===== config.mk =====
export PLATFORM = sky130hd
export DESIGN_NAME = bus_reader
export DESIGN_NICKNAME = d
export VERILOG_FILES = /design/src/rtl/bus_reader.sv
export SDC_FILE = /design/constraint.sdc
export NUM_CORES = 1
export LEC_CHECK = 0
export ABC_AREA = 1
export CORE_UTILIZATION = 25
export DETAILED_ROUTE_END_ITERATION = 8
export DONT_BUFFER_PORTS = 1
export PLACE_DENSITY = 0.47
export SYNTH_ARGS = -nofsm -noshare
export SYNTH_HDL_FRONTEND = slang
export SYNTH_SLANG_ARGS = --single-unit

===== constraint.sdc =====
create_clock -name clk -period 2.2 [get_ports clk]
set_clock_uncertainty 0.15 [all_clocks]
set_input_delay 0.33 -clock clk [delete_from_list [all_inputs] [get_ports clk]]
set_output_delay 0.33 -clock clk [all_outputs]
set_load 0.01 [all_outputs]

===== src/rtl/bus_reader.sv =====
// Round-robin reader for a shared tri-state bus: enables one source's buffer,
// waits SETTLE cycles for the bus to settle, then captures the word and acks the source.
module bus_reader #(
    parameter int unsigned SETTLE = 1
) (
    input  logic        clk,
    input  logic        reset,
    input  logic [3:0]  req,
    input  logic [31:0] bus_in,
    output logic [3:0]  drv_en,
    output logic [31:0] data_out,
    output logic [1:0]  src_id,
    output logic        valid,
    output logic [3:0]  ack,
    output logic        busy
);

    typedef enum logic {
        IDLE  = 1'b0,
        DRIVE = 1'b1
    } state_t;

    localparam logic [3:0] SETTLE_C = 4'(SETTLE);

    state_t      state_r, state_s;
    logic [3:0]  cnt_r, cnt_s;
    logic [1:0]  grant_r, grant_s;
    logic [1:0]  last_grant_r, last_grant_s;
    logic [3:0]  drv_en_s;
    logic [31:0] data_out_s;
    logic [1:0]  src_id_s;
    logic        valid_s;
    logic [3:0]  ack_s;
    logic        busy_s;
    logic [3:0]  eff_s;

    function automatic logic [3:0] onehot(input logic [1:0] idx);
        onehot = 4'b0001 << idx;
    endfunction

    // Search last+1 .. last+4 (mod 4); the first requesting source wins.
    function automatic logic [1:0] rr_pick(input logic [3:0] eff, input logic [1:0] last);
        logic [1:0] idx;
        logic       found;
        rr_pick = last;
        found   = 1'b0;
        for (int k = 1; k <= 4; k++) begin
            idx = last + k[1:0];
            if (!found && eff[idx]) begin
                rr_pick = idx;
                found   = 1'b1;
            end else begin
                found = found;
            end
        end
    endfunction

    // A source being acked this cycle is masked so it cannot win again immediately.
    assign eff_s = req & ~ack;

    // Next-state and next-output logic.
    always_comb begin
        state_s      = state_r;
        cnt_s        = cnt_r;
        grant_s      = grant_r;
        last_grant_s = last_grant_r;
        drv_en_s     = drv_en;
        data_out_s   = data_out;
        src_id_s     = src_id;
        valid_s      = 1'b0;
        ack_s        = 4'b0000;
        case (state_r)
            IDLE: begin
                if (eff_s != 4'b0000) begin
                    grant_s  = rr_pick(eff_s, last_grant_r);
                    drv_en_s = onehot(grant_s);
                    cnt_s    = SETTLE_C;
                    state_s  = DRIVE;
                end else begin
                    drv_en_s = 4'b0000;
                end
            end
            DRIVE: begin
                if (cnt_r != 4'd0) begin
                    cnt_s = cnt_r - 4'd1;
                end else begin
                    data_out_s   = bus_in;
                    src_id_s     = grant_r;
                    last_grant_s = grant_r;
                    valid_s      = 1'b1;
                    ack_s        = onehot(grant_r);
                    drv_en_s     = 4'b0000;
                    state_s      = IDLE;
                end
            end
            default: begin
                state_s  = IDLE;
                drv_en_s = 4'b0000;
            end
        endcase
        busy_s = (state_s != IDLE);
    end

    // State and output registers; reset drops the bus enable immediately.
    always_ff @(posedge clk or posedge reset) begin
        if (reset) begin
            state_r      <= IDLE;
            cnt_r        <= 4'd0;
            grant_r      <= 2'd0;
            last_grant_r <= 2'd3;
            drv_en       <= 4'b0000;
            data_out     <= 32'h0000_0000;
            src_id       <= 2'd0;
            valid        <= 1'b0;
            ack          <= 4'b0000;
            busy         <= 1'b0;
        end else begin
            state_r      <= state_s;
            cnt_r        <= cnt_s;
            grant_r      <= grant_s;
            last_grant_r <= last_grant_s;
            drv_en       <= drv_en_s;
            data_out     <= data_out_s;
            src_id       <= src_id_s;
            valid        <= valid_s;
            ack          <= ack_s;
            busy         <= busy_s;
        end
    end

endmodule


Yosys cells after proc, flatten, opt, wreduce, memory -nomap -nowiden
Index checks and enable logic that the tools add are counted.

word-level totals
  flip-flop bits (word level) = 52
  input bits = 38
  output and inout port bits = 44
  word-level logic and storage cells = 73

cells by class
  $add $sub $neg = 4
  magnitude comparators = 4
  eq/ne operators = 3
  shifts and indexed selects = 2
  muxes and demuxes = 36
  bitwise operators = 4
  reduce and logical (&&, ||, !) cells = 11

operator list
  kind                                                                     count
  4-bit two-way mux                                                        6
  1-bit two-way mux                                                        17
  4-bit one-hot mux with 2 select lines                                    2
  2-bit by 3-bit < comparator with 1-bit output, second input constant     4
  2-bit two-way mux                                                        6
  1-bit binary-select mux with 2-bit select                                4
  4-bit nonzero test                                                       2
  1-bit by 2-bit left shift with 4-bit output, first input constant        2
  2-bit AND reduction                                                      3
  2-bit adder, second input constant                                       2
  4-bit bitwise AND                                                        1
  2-bit inequality test, second input constant                             2
  4-bit inverter                                                           1
  4-bit by 1-bit subtractor with 4-bit output, second input constant       1
  1-bit logical AND                                                        3
  1-bit zero test                                                          3
  2-bit by 1-bit adder with 2-bit output, second input constant            1
  2-bit by 1-bit inequality test with 1-bit output, second input constant  1
  1-bit inverter                                                           2
  1-bit one-hot mux with 2 select lines                                    1

Depth between registers and ports, before layout
  word-level depth = 25
  gate-level depth with buffers = 14
  mapped depth without buffers = 13

Worst setup path before layout
No wires, ideal clock.

  path kind = register -> register
  start = register cnt_r[0]
  end = register data_out[0]
  library setup time = 0.125 ns
  data arrival time = 1.447 ns
  required time = 1.925 ns
  setup slack = 0.479 ns
  stages on the path, launching flop included = 8
  buffers on the path = 2
  period minus slack after synthesis = 1.721 ns
  cell sequence = dfrtp_1 -> inv_1 -> ha_1 -> nand2_1 -> nor2_1 -> buf_4 -> buf_4 -> mux2_2

between the ends
  word-level cells in the longest chain between the ends = 3

ends and longest elaborated chain
  element                               line  RTL
  from (decl)                           26    logic [3:0] cnt_r, cnt_s;
  from (signal assigned)                119   cnt_r <= cnt_s;
  4-bit nonzero test                    84    if (cnt_r != 4'd0) begin
  1-bit inverter (no source line)       -
  2-bit AND reduction (no source line)  -
  to (signal assigned)                  123   data_out <= data_out_s;
  to (decl)                             11    output logic [31:0] data_out,

Every way passes these cells.
A chain may end at the register's enable or synchronous reset.

Worst setup path in the final report
  start = register last_grant_r[0]
  end = register drv_en[3]

between the ends
  word-level cells in the longest chain between the ends = 24

ends and longest elaborated chain
  element                                          line  RTL
  from (decl)                                      28    logic [1:0] last_grant_r, last_grant_s;
  from (signal assigned)                           121   last_grant_r <= last_grant_s;
  2-bit by 1-bit adder with 2-bit output           48    idx = last + k[1:0];
  1-bit binary-select mux with 2-bit select        49    if (!found && eff[idx]) begin
  1-bit two-way mux (not written as such)          49
  1-bit two-way mux                                49
  1-bit two-way mux                                74    if (eff_s != 4'b0000) begin
  1-bit two-way mux                                72    case (state_r)
  1-bit zero test                                  49
  1-bit logical AND                                49
  [8 not listed]                                   -
  1-bit zero test                                  49
  1-bit logical AND                                49
  2-bit two-way mux (*)                            49
  2-bit two-way mux (*)                            74
  2-bit two-way mux (*)                            72
  1-bit by 2-bit left shift with 4-bit output (*)  38    onehot = 4'b0001 << idx;
  4-bit two-way mux (*)                            74
  4-bit one-hot mux with 2 select lines (*)        72
  to (signal assigned)                             122   drv_en <= drv_en_s;
  to (decl)                                        10    output logic [3:0] drv_en,

Every way passes the cells marked *; elsewhere a longest branch is shown, timed or not. The select of a mux whose other input is x is not followed.

==> out/results.tsv <==
stage	metric	value	unit
die	die_h	96.7	um
setup_path	cp_top_family	simple AND/OR/NAND/NOR gates	
global_routing	grt_first_pass_wirelength	7160	um
synthesis	syn_area_per_cell	11.3	um^2
clock_network	htreeDepth	2	
clock_network	cts_root_buf	clkbuf_8	
layout	final_layout_size_suffix_gt1_share	30.1	%
layout	area_delta_synth_final	18.3	%
timing	period_needed	1830	ps
setup_path	worst_ep_required_time	2250	ps
timing	maxSlewViolCount	0	
timing	rsz0062_at_grt	false	
setup_path	regToRegStartpoint	last_grant_r[0]$_DFFE_PP1P_	
setup_path	crit_slowest_cell	dfstp_2	
global_routing	track_usage	9.58	%
timing	relSlewSlack	64.7	%
pwr	power_density	1590	mW/mm^2
setup_path	crit_path_max_fanout	8	
setup_path	slowest_delay	670	ps
synthesis	ys_warn_count	0	
layout	multi_input_area	837	um^2
die	dieArea	0.00935	mm^2
placed_design	io_buffers	0	
setup_path	start_kind	flip-flop	
die	rows	34	
placed_design	routabilityCongestion	0.776	
placed_design	place_hpwl	3180	um
setup_path	cp_num_buf_inv	1	
pwr	p_total	4.23	mW
die	io_pins	82	
setup_path	r2r_cells	11	
setup_path	end_kind	flip-flop	
setup_path	timing.critical_path.depth	11	
routing	drtIter0Drc	58	
global_routing	antenna_found_initial	0	
synthesis	yosysSeqAreaShare	58.2	%
setup_path	cp.arrival	1890	ps
clock_network	insertion_delay	300	ps
synthesis	netlist_instances	199	
timing	period_share	83.3	%
clock_network	post_cts_resized	0	
die	core_area	0.00868	mm^2
layout	area.sequential	0.00130	mm^2
global_routing	grt_max_degree	30	
routing	wl_per_cell	13.7	um
die	initial_utilization	25.8	%
layout	n_antenna_cell	0	
setup_path	r2r-end	drv_en[3]$_DFFE_PP0P_	
synthesis	syn_area	0.00224	mm^2
routing	wl	4450	um
status	status	finished clean	
synthesis	syn_nets	238	
timing	setup_viol	0	
clock_network	tritoncts	built	
clock_network	cts.sinks	52	
pwr	ir_drop	659	uV
timing	tightest_slew	529	ps
layout	fillCellCount	900	
timing	fmax	0.546	GHz
pwr	p_leak	1.19	nW
hold_path	holdCritStartpoint	bus_in[8]	
routing	drt_pre_antenna_iters	4	
layout	final_area	0.00265	mm^2
job	maxCapViolCount	0	
setup_path	path_cells	nand3b_1 > nand2_1 > nand2_1 > nand2_1 > nand3_2 > nand2_1 > nand2_2 > nand2_2 > inv_2 > nand2_1 > nand2_1	
placed_design	place_area	0.00238	mm^2
clock_network	numCtsBuffers	5	
hold_path	min_path_cells	1	
synthesis	synth_seq_cells	52	
setup_path	rrSetupSlack	370	ps
timing	finalSetupTns	0	ps
routing	vias_per_cell	4.44	
global_routing	grt-ovfl-total	0	
layout	fin_nets	254	
clock_network	clkSlewWorstSetupHoldPaths	100	ps
timing	hold_violations	0	
routing	antenna_left	0	
synthesis	ys_types	26	
die	dieWidth	96.7	um
setup_path	critPathKind	flip-flop to flip-flop	
global_routing	first_global_vias	1518	
setup_path	crit_path_frequent_cell	nand2_1	
hold_path	hold_class	primary input to flip-flop	
hold_path	min_to	data_out[8]$_DFFE_PP0P_	
clock_network	clock_path_buffers	2	
placed_design	dpl_worst_slack	363	ps
routing	drc	0	
routing	num_vias	1438	
timing	finalWorstSetupSlack	367	ps
## layout make-up
class                   count  area share, %
clock buffers               5           2.60
clock inverters             3           3.40
inverters                  17           2.69
multi-input cells         125           31.6
flip-flops and latches     52           49.2
well taps                 108           5.10
repair buffers             14           5.47
## metal layers
metal  wire length [um]  vias to the layer above  track usage (%)
li1                   -                      687                -
met1               2050                      673             12.2
met2               1800                       69             13.9
met3                525                        9             4.99
met4                 74                        0             3.33
met5                  0                        -                0
## metrics by stage
step                hold WS, ps  instances  utilization, %
floorplan                   309        199               -
global placement            141        305            27.5
detailed placement          136        305            27.5
CTS                        5.01        314            29.4
global route             0.0583        324            30.6
finish                     17.7        324            30.6
## placed cells by master (no fill, tap or decap)
cell type | netlist | routed
dfrtp_1 | 50 | 50
clkbuf_8 | 0 | 5
o21bai_2 | 1 | 1
nand3_1 | 11 | 11
dlygate4sd3_1 | 0 | 11
nand2_2 | 7 | 7
nor2_1 | 10 | 9
bufinv_16 | 0 | 3
dfstp_2 | 2 | 2
nand2_1 | 40 | 40
nand4_1 | 2 | 2
mux2_2 | 32 | 32
nor2_4 | 0 | 1
nand3b_1 | 1 | 1
inv_8 | 1 | 1
nor3_1 | 1 | 1
inv_2 | 2 | 3
nand2_4 | 1 | 1
a21oi_1 | 2 | 2
buf_12 | 0 | 1
ha_1 | 1 | 1
nor2_2 | 1 | 1
nand3_2 | 5 | 5
inv_1 | 14 | 13
a211oi_1 | 1 | 1
o21a_1 | 1 | 1
buf_4 | 2 | 2
o21ai_0 | 7 | 7
o22ai_1 | 1 | 1
## power by group
part           internal [mW]  switching [mW]  total [mW]
Sequential              1.41           0.518        1.93
Clock                  0.569           0.319       0.887
Combinational          0.655           0.752        1.41
## kinds of logic (layout without fill, tap and decap cells)
kind of cell	count (synthesis)	count (layout)	share of synthesized area [%]
AO/OA/AOI/OAI	13	13	3.46
adder cells (fa/ha/maj)	1	1	0.558
buffers and inverters	22	39	4.80
flip-flops	52	52	58.2
multiplexers	32	32	16.1
AND/OR/NAND/NOR	79	79	16.9
## worst max path at each step
stage,from,endpoint
after floorplan,reset,ack[0]$_DFF_PP0_
after global placement,last_grant_r[0]$_DFFE_PP1P_,drv_en[3]$_DFFE_PP0P_
after detailed placement,last_grant_r[0]$_DFFE_PP1P_,drv_en[3]$_DFFE_PP0P_
after CTS,last_grant_r[0]$_DFFE_PP1P_,drv_en[3]$_DFFE_PP0P_
after global routing,last_grant_r[0]$_DFFE_PP1P_,drv_en[3]$_DFFE_PP0P_
final,last_grant_r[0]$_DFFE_PP1P_,drv_en[3]$_DFFE_PP0P_
## registers in the layout, summed over array words and instances, names as in the netlist
name	cells
src_id	2
drv_en	4
grant_r	2
last_grant_r	2
data_out	32
ack	4
valid	1
state_r	1
cnt_r	4
## synth_stat cells
cell type,number,share of area [%]
dfrtp_1,50,56
nand2_1,40,6.7
mux2_2,32,16
inv_1,14,2.3
nand3_1,11,2.5
nor2_1,10,1.7
nand2_2,7,2.0
o21ai_0,7,1.6
nand3_2,5,2.2
a21oi_1,2,0.45
buf_2,2,0.45
buf_4,2,0.67
dfstp_2,2,2.3
inv_2,2,0.34
nand4_1,2,0.56
a211oi_1,1,0.34
buf_6,1,0.50
ha_1,1,0.56
inv_8,1,0.50
nand2_4,1,0.50
nand3b_1,1,0.34
nor2_2,1,0.28
nor3_1,1,0.22
o21a_1,1,0.34
o21bai_2,1,0.50
o22ai_1,1,0.28
## timing repair
action | in CTS | in global routing
hold buffers | 1 | 10
endpoints found under the hold margin | 23 | 10
buffers inserted | 0 | 0
Note: power is estimated with default switching activity, not from simulation.
